**config.mk**
```make
export PLATFORM = sky130hd
export DESIGN_NAME = ahb_gpio_slave
export DESIGN_NICKNAME = d
export VERILOG_FILES = /design/src/rtl/ahb_gpio_slave.sv
export SDC_FILE = /design/constraint.sdc
export NUM_CORES = 1
export LEC_CHECK = 0
export CORE_ASPECT_RATIO = 1.5
export CORE_MARGIN = 2
export CORE_UTILIZATION = 47
export DETAILED_ROUTE_END_ITERATION = 8
export HOLD_SLACK_MARGIN = 0.08
export PLACE_DENSITY_LB_ADDON = 0.08
export SLEW_MARGIN = 20
export SYNTH_ARGS = -nofsm -noshare
export SYNTH_HDL_FRONTEND = slang
export SYNTH_SLANG_ARGS = --single-unit
```
**constraint.sdc**
```tcl
create_clock -name HCLK -period 2.9 [get_ports HCLK]
set_input_delay 0.725 -clock HCLK [delete_from_list [all_inputs] [get_ports HCLK]]
set_output_delay 0.725 -clock HCLK [all_outputs]
set_load 0.05 [all_outputs]
```
**src/rtl/ahb_gpio_slave.sv**
```systemverilog
// ahb_gpio_slave: AHB-Lite responder exposing board LEDs, slide switches and
// a free-running cycle counter. Supports programmable OKAY wait states and the
// two-cycle ERROR response. hready/hresp/hrdata are driven from registers that
// are loaded with the values belonging to the state being entered.
module ahb_gpio_slave #(
  parameter int          ADDR_WIDTH  = 32,
  parameter int          DATA_WIDTH  = 32,
  parameter int          WAIT_STATES = 0,
  parameter logic [15:0] LED_RESET   = 16'h0000
) (
  input  logic                  HCLK,
  input  logic                  HRESETn,
  input  logic                  hsel,
  input  logic [ADDR_WIDTH-1:0] haddr,
  input  logic [1:0]            htrans,
  input  logic                  hwrite,
  input  logic [2:0]            hsize,
  input  logic [2:0]            hburst,
  input  logic [3:0]            hprot,
  input  logic                  hmastlock,
  input  logic [DATA_WIDTH-1:0] hwdata,
  output logic [DATA_WIDTH-1:0] hrdata,
  output logic                  hready,
  output logic                  hresp,
  input  logic [15:0]           sw_in,
  output logic [15:0]           led
);

  typedef enum logic [2:0] {
    ST_IDLE = 3'd0,
    ST_WAIT = 3'd1,
    ST_DATA = 3'd2,
    ST_ERR1 = 3'd3,
    ST_ERR2 = 3'd4
  } state_t;

  localparam logic       HAS_WAIT_C = (WAIT_STATES > 0);
  localparam logic [3:0] WS_LAST_C  = 4'(WAIT_STATES - 1);

  // Byte lanes touched by a transfer of the given size at the given offset.
  function automatic logic [3:0] lane_mask(input logic [2:0] sz, input logic [1:0] a);
    logic [3:0] m;
    case (sz)
      3'd0:    m = 4'b0001 << a;
      3'd1:    m = a[1] ? 4'b1100 : 4'b0011;
      default: m = 4'b1111;
    endcase
    return m;
  endfunction

  // Transfer-level error: illegal size, misalignment, or write to a read-only register.
  function automatic logic req_error(input logic [2:0] sz, input logic [3:0] a, input logic wr);
    return (sz > 3'd2) |
           ((sz == 3'd2) & (a[1:0] != 2'b00)) |
           ((sz == 3'd1) & a[0]) |
           (wr & a[3]);
  endfunction

  state_t      state_r, state_nxt_s;
  logic [3:0]  addr_r;
  logic        write_r;
  logic [2:0]  size_r;
  logic [3:0]  wait_cnt_r;
  logic [15:0] led_r, led_nxt_s;
  logic [31:0] cycles_r;
  logic [15:0] sw_meta_r, sw_sync_r;
  logic        hready_r, hresp_r;
  logic [31:0] hrdata_r;
  logic        hready_nxt_s, hresp_nxt_s;
  logic [31:0] hrdata_nxt_s, rd_value_s;
  logic        accept_s, req_err_s;
  logic [3:0]  beat_addr_s, wr_lanes_s;
  logic        beat_write_s;
  logic        unused_s;

  assign accept_s     = hsel & htrans[1] & hready_r;
  assign req_err_s    = req_error(hsize, haddr[3:0], hwrite);
  // The beat whose data phase is being entered: a fresh accept, or the one held through WAIT.
  assign beat_addr_s  = (state_r == ST_WAIT) ? addr_r  : haddr[3:0];
  assign beat_write_s = (state_r == ST_WAIT) ? write_r : hwrite;
  assign wr_lanes_s   = lane_mask(size_r, addr_r[1:0]);

  assign hrdata = hrdata_r;
  assign hready = hready_r;
  assign hresp  = hresp_r;
  assign led    = led_r;

  assign unused_s = ^{haddr[ADDR_WIDTH-1:4], htrans[0], hburst, hprot, hmastlock,
                      hwdata[DATA_WIDTH-1:16], wr_lanes_s[3:2]};

  // State register and registered bus outputs.
  always_ff @(posedge HCLK or negedge HRESETn) begin
    if (!HRESETn) begin
      state_r  <= ST_IDLE;
      hready_r <= 1'b1;
      hresp_r  <= 1'b0;
      hrdata_r <= 32'h0000_0000;
    end else begin
      state_r  <= state_nxt_s;
      hready_r <= hready_nxt_s;
      hresp_r  <= hresp_nxt_s;
      hrdata_r <= hrdata_nxt_s;
    end
  end

  // Next-state decode; DATA and ERR2 may accept a pipelined beat directly.
  always_comb begin
    state_nxt_s = ST_IDLE;
    case (state_r)
      ST_IDLE, ST_DATA, ST_ERR2: begin
        if (accept_s) begin
          if (req_err_s) begin
            state_nxt_s = ST_ERR1;
          end else if (HAS_WAIT_C) begin
            state_nxt_s = ST_WAIT;
          end else begin
            state_nxt_s = ST_DATA;
          end
        end else begin
          state_nxt_s = ST_IDLE;
        end
      end
      ST_WAIT: begin
        if (wait_cnt_r == WS_LAST_C) begin
          state_nxt_s = ST_DATA;
        end else begin
          state_nxt_s = ST_WAIT;
        end
      end
      ST_ERR1: state_nxt_s = ST_ERR2;
      default: state_nxt_s = ST_IDLE;
    endcase
  end

  // Read mux using the register values that will be visible during the DATA cycle.
  always_comb begin
    rd_value_s = 32'h0000_0000;
    case (beat_addr_s[3:2])
      2'd0:    rd_value_s = {16'h0000, led_nxt_s};
      2'd1:    rd_value_s = 32'h0000_0000;
      2'd2:    rd_value_s = {16'h0000, sw_meta_r};
      2'd3:    rd_value_s = cycles_r + 32'd1;
      default: rd_value_s = 32'h0000_0000;
    endcase
  end

  // Output decode from the state being entered.
  always_comb begin
    hready_nxt_s = 1'b1;
    hresp_nxt_s  = 1'b0;
    hrdata_nxt_s = 32'h0000_0000;
    case (state_nxt_s)
      ST_WAIT: hready_nxt_s = 1'b0;
      ST_ERR1: begin
        hready_nxt_s = 1'b0;
        hresp_nxt_s  = 1'b1;
      end
      ST_ERR2: hresp_nxt_s = 1'b1;
      ST_DATA: begin
        if (!beat_write_s) begin
          hrdata_nxt_s = rd_value_s;
        end else begin
          hrdata_nxt_s = 32'h0000_0000;
        end
      end
      default: hready_nxt_s = 1'b1;
    endcase
  end

  // LED update: write commits at the end of the DATA cycle, lanes from captured size/offset.
  always_comb begin
    led_nxt_s = led_r;
    if ((state_r == ST_DATA) && write_r) begin
      case (addr_r[3:2])
        2'd0: led_nxt_s = {wr_lanes_s[1] ? hwdata[15:8] : led_r[15:8],
                           wr_lanes_s[0] ? hwdata[7:0]  : led_r[7:0]};
        2'd1: led_nxt_s = led_r ^ ({wr_lanes_s[1] ? 8'hFF : 8'h00,
                                    wr_lanes_s[0] ? 8'hFF : 8'h00} & hwdata[15:0]);
        default: led_nxt_s = led_r;
      endcase
    end else begin
      led_nxt_s = led_r;
    end
  end

  // Beat capture, wait counter, LED/counter state and switch synchroniser.
  always_ff @(posedge HCLK or negedge HRESETn) begin
    if (!HRESETn) begin
      addr_r     <= 4'h0;
      write_r    <= 1'b0;
      size_r     <= 3'd0;
      wait_cnt_r <= 4'd0;
      led_r      <= LED_RESET;
      cycles_r   <= 32'h0000_0000;
      sw_meta_r  <= 16'h0000;
      sw_sync_r  <= 16'h0000;
    end else begin
      if (accept_s) begin
        addr_r  <= haddr[3:0];
        write_r <= hwrite;
        size_r  <= hsize;
      end
      if ((state_nxt_s == ST_WAIT) && (state_r == ST_WAIT)) begin
        wait_cnt_r <= wait_cnt_r + 4'd1;
      end else begin
        wait_cnt_r <= 4'd0;
      end
      led_r     <= led_nxt_s;
      cycles_r  <= cycles_r + 32'd1;
      sw_meta_r <= sw_in;
      sw_sync_r <= sw_meta_r;
    end
  end

endmodule

```
* Word level (Yosys, flattened, before mapping) *
Cells that the tools add are included.

storage, ports and cells
  register bits after elaboration = 113
  input port bits = 97
  output and inout bits = 50
  logic and storage cells = 71

operators by class
  add/subtract/negate cells = 2
  order comparisons = 1
  eq/ne operators = 16
  shift operators = 1
  mux-type cells = 20
  bitwise operators = 10
  reduce and logical (&&, ||, !) cells = 10

operators with widths
  operator                                             number
  case mux 32 bit (4 select lines)                     1
  2-to-1 mux 32 bit                                    2
  adder 32 x 1 -> 32 bit, second input constant        1
  2-to-1 mux 8 bit                                     4
  case mux 16 bit (2 select lines)                     1
  bitwise AND 16 bit                                   1
  2-to-1 mux 16 bit                                    1
  bitwise XOR 16 bit                                   1
  equality test 3 x 2 -> 1 bit, second input constant  5
  equality test 3 x 1 -> 1 bit, second input constant  4
  case mux 3 bit (3 select lines)                      1
  2-to-1 mux 4 bit                                     2
  equality test 3 bit, second input constant           2
  zero test 3 bit                                      2
  bitwise AND 1 bit                                    5
  adder 4 x 1 -> 4 bit, second input constant          1
  equality test 2 x 1 -> 1 bit, second input constant  2
  equality test 2 bit, second input constant           2
  equality test 4 bit, second input constant           1
  zero test 2 bit                                      2
  2-to-1 mux 1 bit                                     4
  2-to-1 mux 2 bit                                     2
  case mux 2 bit (2 select lines)                      1
  OR reduction 2 bit                                   2
  other kinds (7)                                      10

* Longest topological paths before layout *
  depth in word-level cells = 11
  mapped depth = 8
  depth with buffers taken out = 6

* Least setup slack after synthesis *
Ideal clock, no wire load.

  kind = register -> register
  from = register hready_r (netlist: hready)
  to = register hrdata_r[3] (netlist: hrdata[3])
  setup time = 0.096 ns
  arrival = 2.140 ns
  data required time = 2.804 ns
  slack = 0.665 ns
  stages on the path, launching flop included = 8
  buffers on the path = 2
  period minus slack after synthesis = 2.235 ns
  cells stage by stage = dfstp_2 > nand3_4 > a211o_1 > o32a_1 > buf_6 > nand2b_4 > buf_6 > o32ai_2

between the ends
  word-level cells in the longest chain between the ends = 5

RTL lines
  what                             line  source
  start: declaration               67    logic hready_r, hresp_r;
  start signal: assignment         100   hready_r <= hready_nxt_s;
  bitwise AND 1 bit                76    assign accept_s = hsel & htrans[1] & hready_r;
  2-to-1 mux 3 bit                 111   if (accept_s) begin
  case mux 3 bit (3 select lines)  109   case (state_r)
  equality test 3 x 2 -> 1 bit     152   case (state_nxt_s)
  2-to-1 mux 32 bit                152
  net hrdata_nxt_s[3]              70    logic [31:0] hrdata_nxt_s, rd_value_s;
  end signal: assignment           102   hrdata_r <= hrdata_nxt_s;
  end: declaration                 68    logic [31:0] hrdata_r;

The timed path passes the listed nets, and every way through them passes these cells.
A chain may end at the register's enable or synchronous reset.

* Worst setup path in the final report *
  from = register hready_r (netlist: hready)
  to = output port hready

RTL lines
  what              line  source
  end: declaration  23    output logic hready,

No word-level cell between the ends.

==> flow_summary.rst <==
.. list-table::
   :header-rows: 1

   * - Metric
     - Value
   * - Run status
     - complete, no violations
   * - Die Y
     - 128 um
   * - Placer's final routability congestion estimate
     - 0.830
   * - Worst r2r path cells
     - 5
   * - Sequential area share after synthesis
     - 58.4%
   * - Startpoint-to-endpoint class of the critical path
     - reg2out
   * - Final hold violations
     - 0
   * - Transition time at the pin with the least slew margin
     - 0.739 ns
   * - Worst Hold Margin
     - 0.371 ns
   * - Shortest clock period the worst path allows after layout
     - 2.48 ns
   * - Insertion delay of the later-clocked pin in the worst-skew pair
     - 0.41 ns
   * - Number of violations reported at the end of detailed-routing iteration 0
     - 133
   * - Unrepaired setup endpoints after global routing
     - no
   * - Setup total negative slack
     - 0 ns
   * - IO buf count
     - 93
   * - Fraction of synthesized cell area in xor and xnor cells
     - 5.24%
   * - Share of async-settable or async-resettable flops after synthesis
     - 100%
   * - Router iterations before antenna repair
     - 4
   * - Average cell area after synthesis
     - 11.6 sq um
   * - Nets@finish
     - 627
   * - Portion of synthesized cell area occupied by the leading cell type
     - 57.8%
   * - Overall power
     - 4.46 mW
   * - Share of post-route cells with drive strength above 1
     - 12.6%
   * - Final max-slew violation count
     - 0
   * - Global-route wire length before repair
     - 17.4 mm
   * - Number of nets in the synthesized netlist
     - 516
   * - Simple-gate portion of the synthesized area
     - 19.0%
   * - Die boundary width
     - 86.9 um
   * - Post-Route Skew
     - 0.00879 ns
   * - H-tree depth
     - 4
   * - Half-perimeter wire length after detailed placement
     - 7.53 mm
   * - Die outline area
     - 11200 sq um
   * - Cell count after synthesis
     - 417
   * - Flop-to-flop setup slack
     - 0.74 ns
   * - Post-cts hold buffer count
     - 0
   * - GR Util All Layers
     - 20.5%
   * - Critical register-to-register path startpoint
     - state_r[2]$_DFF_PN0_
   * - Library cell with the largest summed area after synthesis
     - sky130_fd_sc_hd__dfrtp_1
   * - Multiplexer fraction of the synthesized cell area
     - 2.07%
   * - Syn Std Cell Area
     - 4850 sq um
   * - Num CTS Buffers
     - 17
   * - Synth Area in Compound Gates
     - 12.3%
   * - Commonest cells after routing, fill and taps aside
     - sky130_fd_sc_hd__dfrtp_1, sky130_fd_sc_hd__clkdlybuf4s50_1, sky130_fd_sc_hd__nand2_1, sky130_fd_sc_hd__a21oi_1
   * - Top Ports
     - 147
   * - Total number of vias
     - 3612
   * - Final-layout fill cell count
     - 807
   * - Ordered list of cells on the worst path
     - clkdlybuf4s50_1
   * - WL/cell
     - 16.2 um
   * - Post-synthesis to final-layout area growth
     - 32.9%
   * - Antenna-violating nets left
     - 0
   * - Max Clock Freq
     - 0.403 GHz
   * - Standard-cell row count
     - 45
   * - Crit path max-delay cell type
     - sky130_fd_sc_hd__clkdlybuf4s50_1
   * - Area of the placeable core
     - 10100 sq um
   * - Startpoint of the worst setup timing path
     - hready$_DFF_PN1_
   * - Most instantiated flip-flop cell in the synthesis netlist
     - sky130_fd_sc_hd__dfrtp_1
   * - Post-synth cell types
     - 58
   * - Area taken by flip-flops and latches
     - 2830 sq um
   * - Leak
     - 2.85 nW
   * - Maximum vdd ir drop
     - 496 uV
   * - Global routing met3 resource utilization
     - 5.20%
   * - Clock Tree Buf Depth
     - 2
   * - Vias in the first global route
     - 3588
   * - Finish-stage setup viols
     - 0
   * - Cell type group with the largest total delay on the critical path
     - buffers and inverters
   * - Number of design rule violations left after detail routing
     - 0
   * - Max transition margin
     - 50.8%
   * - Clock transition time at the flip-flop clock pins of the worst setup and hold paths
     - 0.05 ns
   * - Met1 global-route usage
     - 25.2%
   * - Number of antenna violations at the first check in global routing
     - 0
   * - Critical path data arrival time
     - 1.76 ns
   * - Most Crowded Layer GR
     - met2
   * - Starting utilization of the core area
     - 48.1%
   * - CP Launch Type
     - flip-flop
   * - GR met2 Demand/Resource
     - 32.4%
   * - Clock sink total
     - 113
   * - Crit share post-route
     - 85.6%
   * - Total global routing overflow
     - 0
   * - Adder-cell share of the synthesized area
     - 0.516%
   * - Max stage delay on crit path
     - 0.80 ns
   * - Number of diodes added for antenna fixing
     - 0
   * - Via count normalized by instance count
     - 5.50
   * - Largest fanout on the critical path
     - 2
   * - Largest family of logic cells by synthesized area
     - simple AND/OR/NAND/NOR gates
   * - Routed wire length
     - 10.7 mm
   * - Largest net degree at the start of global routing
     - 59
   * - Post-CTS Setup Inserts
     - 0
   * - Count of maximum capacitance violations
     - 0
   * - Most common cell after layout, fill and taps aside
     - sky130_fd_sc_hd__dfrtp_1
   * - Total buffers and inverters traversed by the critical path
     - 1
   * - Cell types occupying the most area after synthesis
     - sky130_fd_sc_hd__dfrtp_1, sky130_fd_sc_hd__xor2_1, sky130_fd_sc_hd__a21oi_1, sky130_fd_sc_hd__nand2_1, sky130_fd_sc_hd__a22oi_1
   * - Power density of the placed cells
     - 692 nW/um^2
   * - CTS tree
     - built
   * - Count of flip-flops with a built-in enable after synthesis
     - 0
   * - Capturing point of the worst reg2reg path
     - hrdata[7]$_DFF_PN0_
   * - Synthesis warning total
     - 0
   * - WP data required
     - 2.17 ns
   * - Class of the most critical hold timing path
     - in2async
   * - Area of the multi-input gates
     - 1890 sq um
   * - Count of state elements after synthesis
     - 113
   * - Number of resized instances in the post-cts repair step
     - 0
   * - Capturing element type of the critical path
     - primary output
   * - Clock tree root driver cell
     - sky130_fd_sc_hd__clkbuf_16
-- through the flow --
| stage | area (sq um) | setup slack [ns] | instances | utilization [%] |
|---|---|---|---|---|
| final | 6440 | 0.417 | 657 | 63.9 |
| after floorplan | 4850 | 0.665 | 417 | - |
| after detailed placement | 5930 | 0.201 | 626 | 58.9 |
| after CTS | 6440 | 0.399 | 657 | 63.9 |
| after global routing | 6440 | 0.382 | 657 | 63.9 |
| after global placement | 5930 | 0.204 | 626 | 58.9 |
-- worst reg2reg max path, delay by kind of cell, from the launching register on --
| kind | cells | cell delay, ns |
|---|---|---|
| AOI/OAI and AO/OA | 2 | 0.44 |
| DFF | 1 | 0.44 |
| and+or+nand+nor | 3 | 1.15 |
-- sequential cells by signal, indices dropped and copies added, names as in the netlist --
signal      flops
led            16
state_r         3
hresp           1
write_r         1
hready          1
addr_r          4
hrdata         32
cycles_r       32
sw_meta_r      16
size_r          3
wait_cnt_r      4
-- cells by family (layout without fill, tap and decap cells) --
| family | Yosys count | count (layout) |
|---|---|---|
| simple gates | 154 | 154 |
| xor+xnor | 29 | 29 |
| flops | 113 | 113 |
| fa+ha+maj | 2 | 2 |
| buf+inv | 24 | 147 |
| mux | 9 | 9 |
| compound gates | 86 | 86 |
-- synth_stat cells (2+ instances only) --
| library cell | number |
|---|---|
| sky130_fd_sc_hd__a22oi_1 | 14 |
| sky130_fd_sc_hd__and2_1 | 4 |
| sky130_fd_sc_hd__nor3_1 | 7 |
| sky130_fd_sc_hd__nand2_1 | 30 |
| sky130_fd_sc_hd__nand3_1 | 14 |
| sky130_fd_sc_hd__o21ba_2 | 2 |
| sky130_fd_sc_hd__nor2b_1 | 15 |
| sky130_fd_sc_hd__clkbuf_1 | 4 |
| sky130_fd_sc_hd__dfrtp_1 | 112 |
| sky130_fd_sc_hd__o2111ai_1 | 2 |
| sky130_fd_sc_hd__nor4_1 | 7 |
| sky130_fd_sc_hd__nor4_2 | 4 |
| sky130_fd_sc_hd__buf_2 | 3 |
| sky130_fd_sc_hd__or3_1 | 5 |
| sky130_fd_sc_hd__o31a_1 | 3 |
| sky130_fd_sc_hd__a41o_1 | 2 |
| sky130_fd_sc_hd__xor2_1 | 21 |
| sky130_fd_sc_hd__mux2_2 | 8 |
| sky130_fd_sc_hd__o22ai_1 | 13 |
| sky130_fd_sc_hd__or2_2 | 4 |
| sky130_fd_sc_hd__a31oi_1 | 4 |
| sky130_fd_sc_hd__nand4_1 | 6 |
| sky130_fd_sc_hd__o31ai_1 | 2 |
| sky130_fd_sc_hd__buf_6 | 4 |
| sky130_fd_sc_hd__inv_1 | 13 |
| sky130_fd_sc_hd__o32ai_1 | 7 |
| sky130_fd_sc_hd__xnor2_1 | 8 |
| sky130_fd_sc_hd__nor2_1 | 21 |
| sky130_fd_sc_hd__and3_1 | 9 |
| sky130_fd_sc_hd__nand2b_1 | 9 |
| sky130_fd_sc_hd__a21oi_1 | 24 |
| sky130_fd_sc_hd__ha_1 | 2 |
| sky130_fd_sc_hd__or2_1 | 4 |
| sky130_fd_sc_hd__o21ai_0 | 5 |
| sky130_fd_sc_hd__nand2b_4 | 2 |
-- worst max-delay path by stage --
stage,to,slack (ns),depth (start not counted)
floorplan,hrdata[3]$_DFF_PN0_,0.66,7
CTS,hready,0.40,1
finish,hready,0.42,1
global route,hready,0.38,1
global placement,hrdata[3]$_DFF_PN0_,0.20,6
detailed placement,hrdata[14]$_DFF_PN0_,0.20,6
-- area by class of cell --
| cell class | count | share of cell area, % |
|---|---|---|
| clock buffers | 25 | 7.38 |
| clock inverters | 6 | 0.524 |
| inverters | 13 | 0.757 |
| multi-input cells | 280 | 29.4 |
| flip-flops and latches | 113 | 43.9 |
| well taps | 117 | 2.27 |
| repair buffers | 103 | 15.8 |
-- metal layers --
| metal | vias up | wire [um] |
|---|---|---|
| met3 | 22 | 520 |
| met5 | - | 0 |
| met1 | 1766 | 4300 |
| met4 | 0 | 403 |
| li1 | 1727 | - |
| met2 | 97 | 5440 |
-- power breakdown --
part / internal (mW) / leakage [nW] / switching (mW) / total, mW
combinational: 0.358 / 1.11 / 0.484 / 0.841
sequential: 1.71 / 1.49 / 0.120 / 1.83
clock: 1.12 / 0.255 / 0.666 / 1.79
Power figures use the tool's default switching activity.
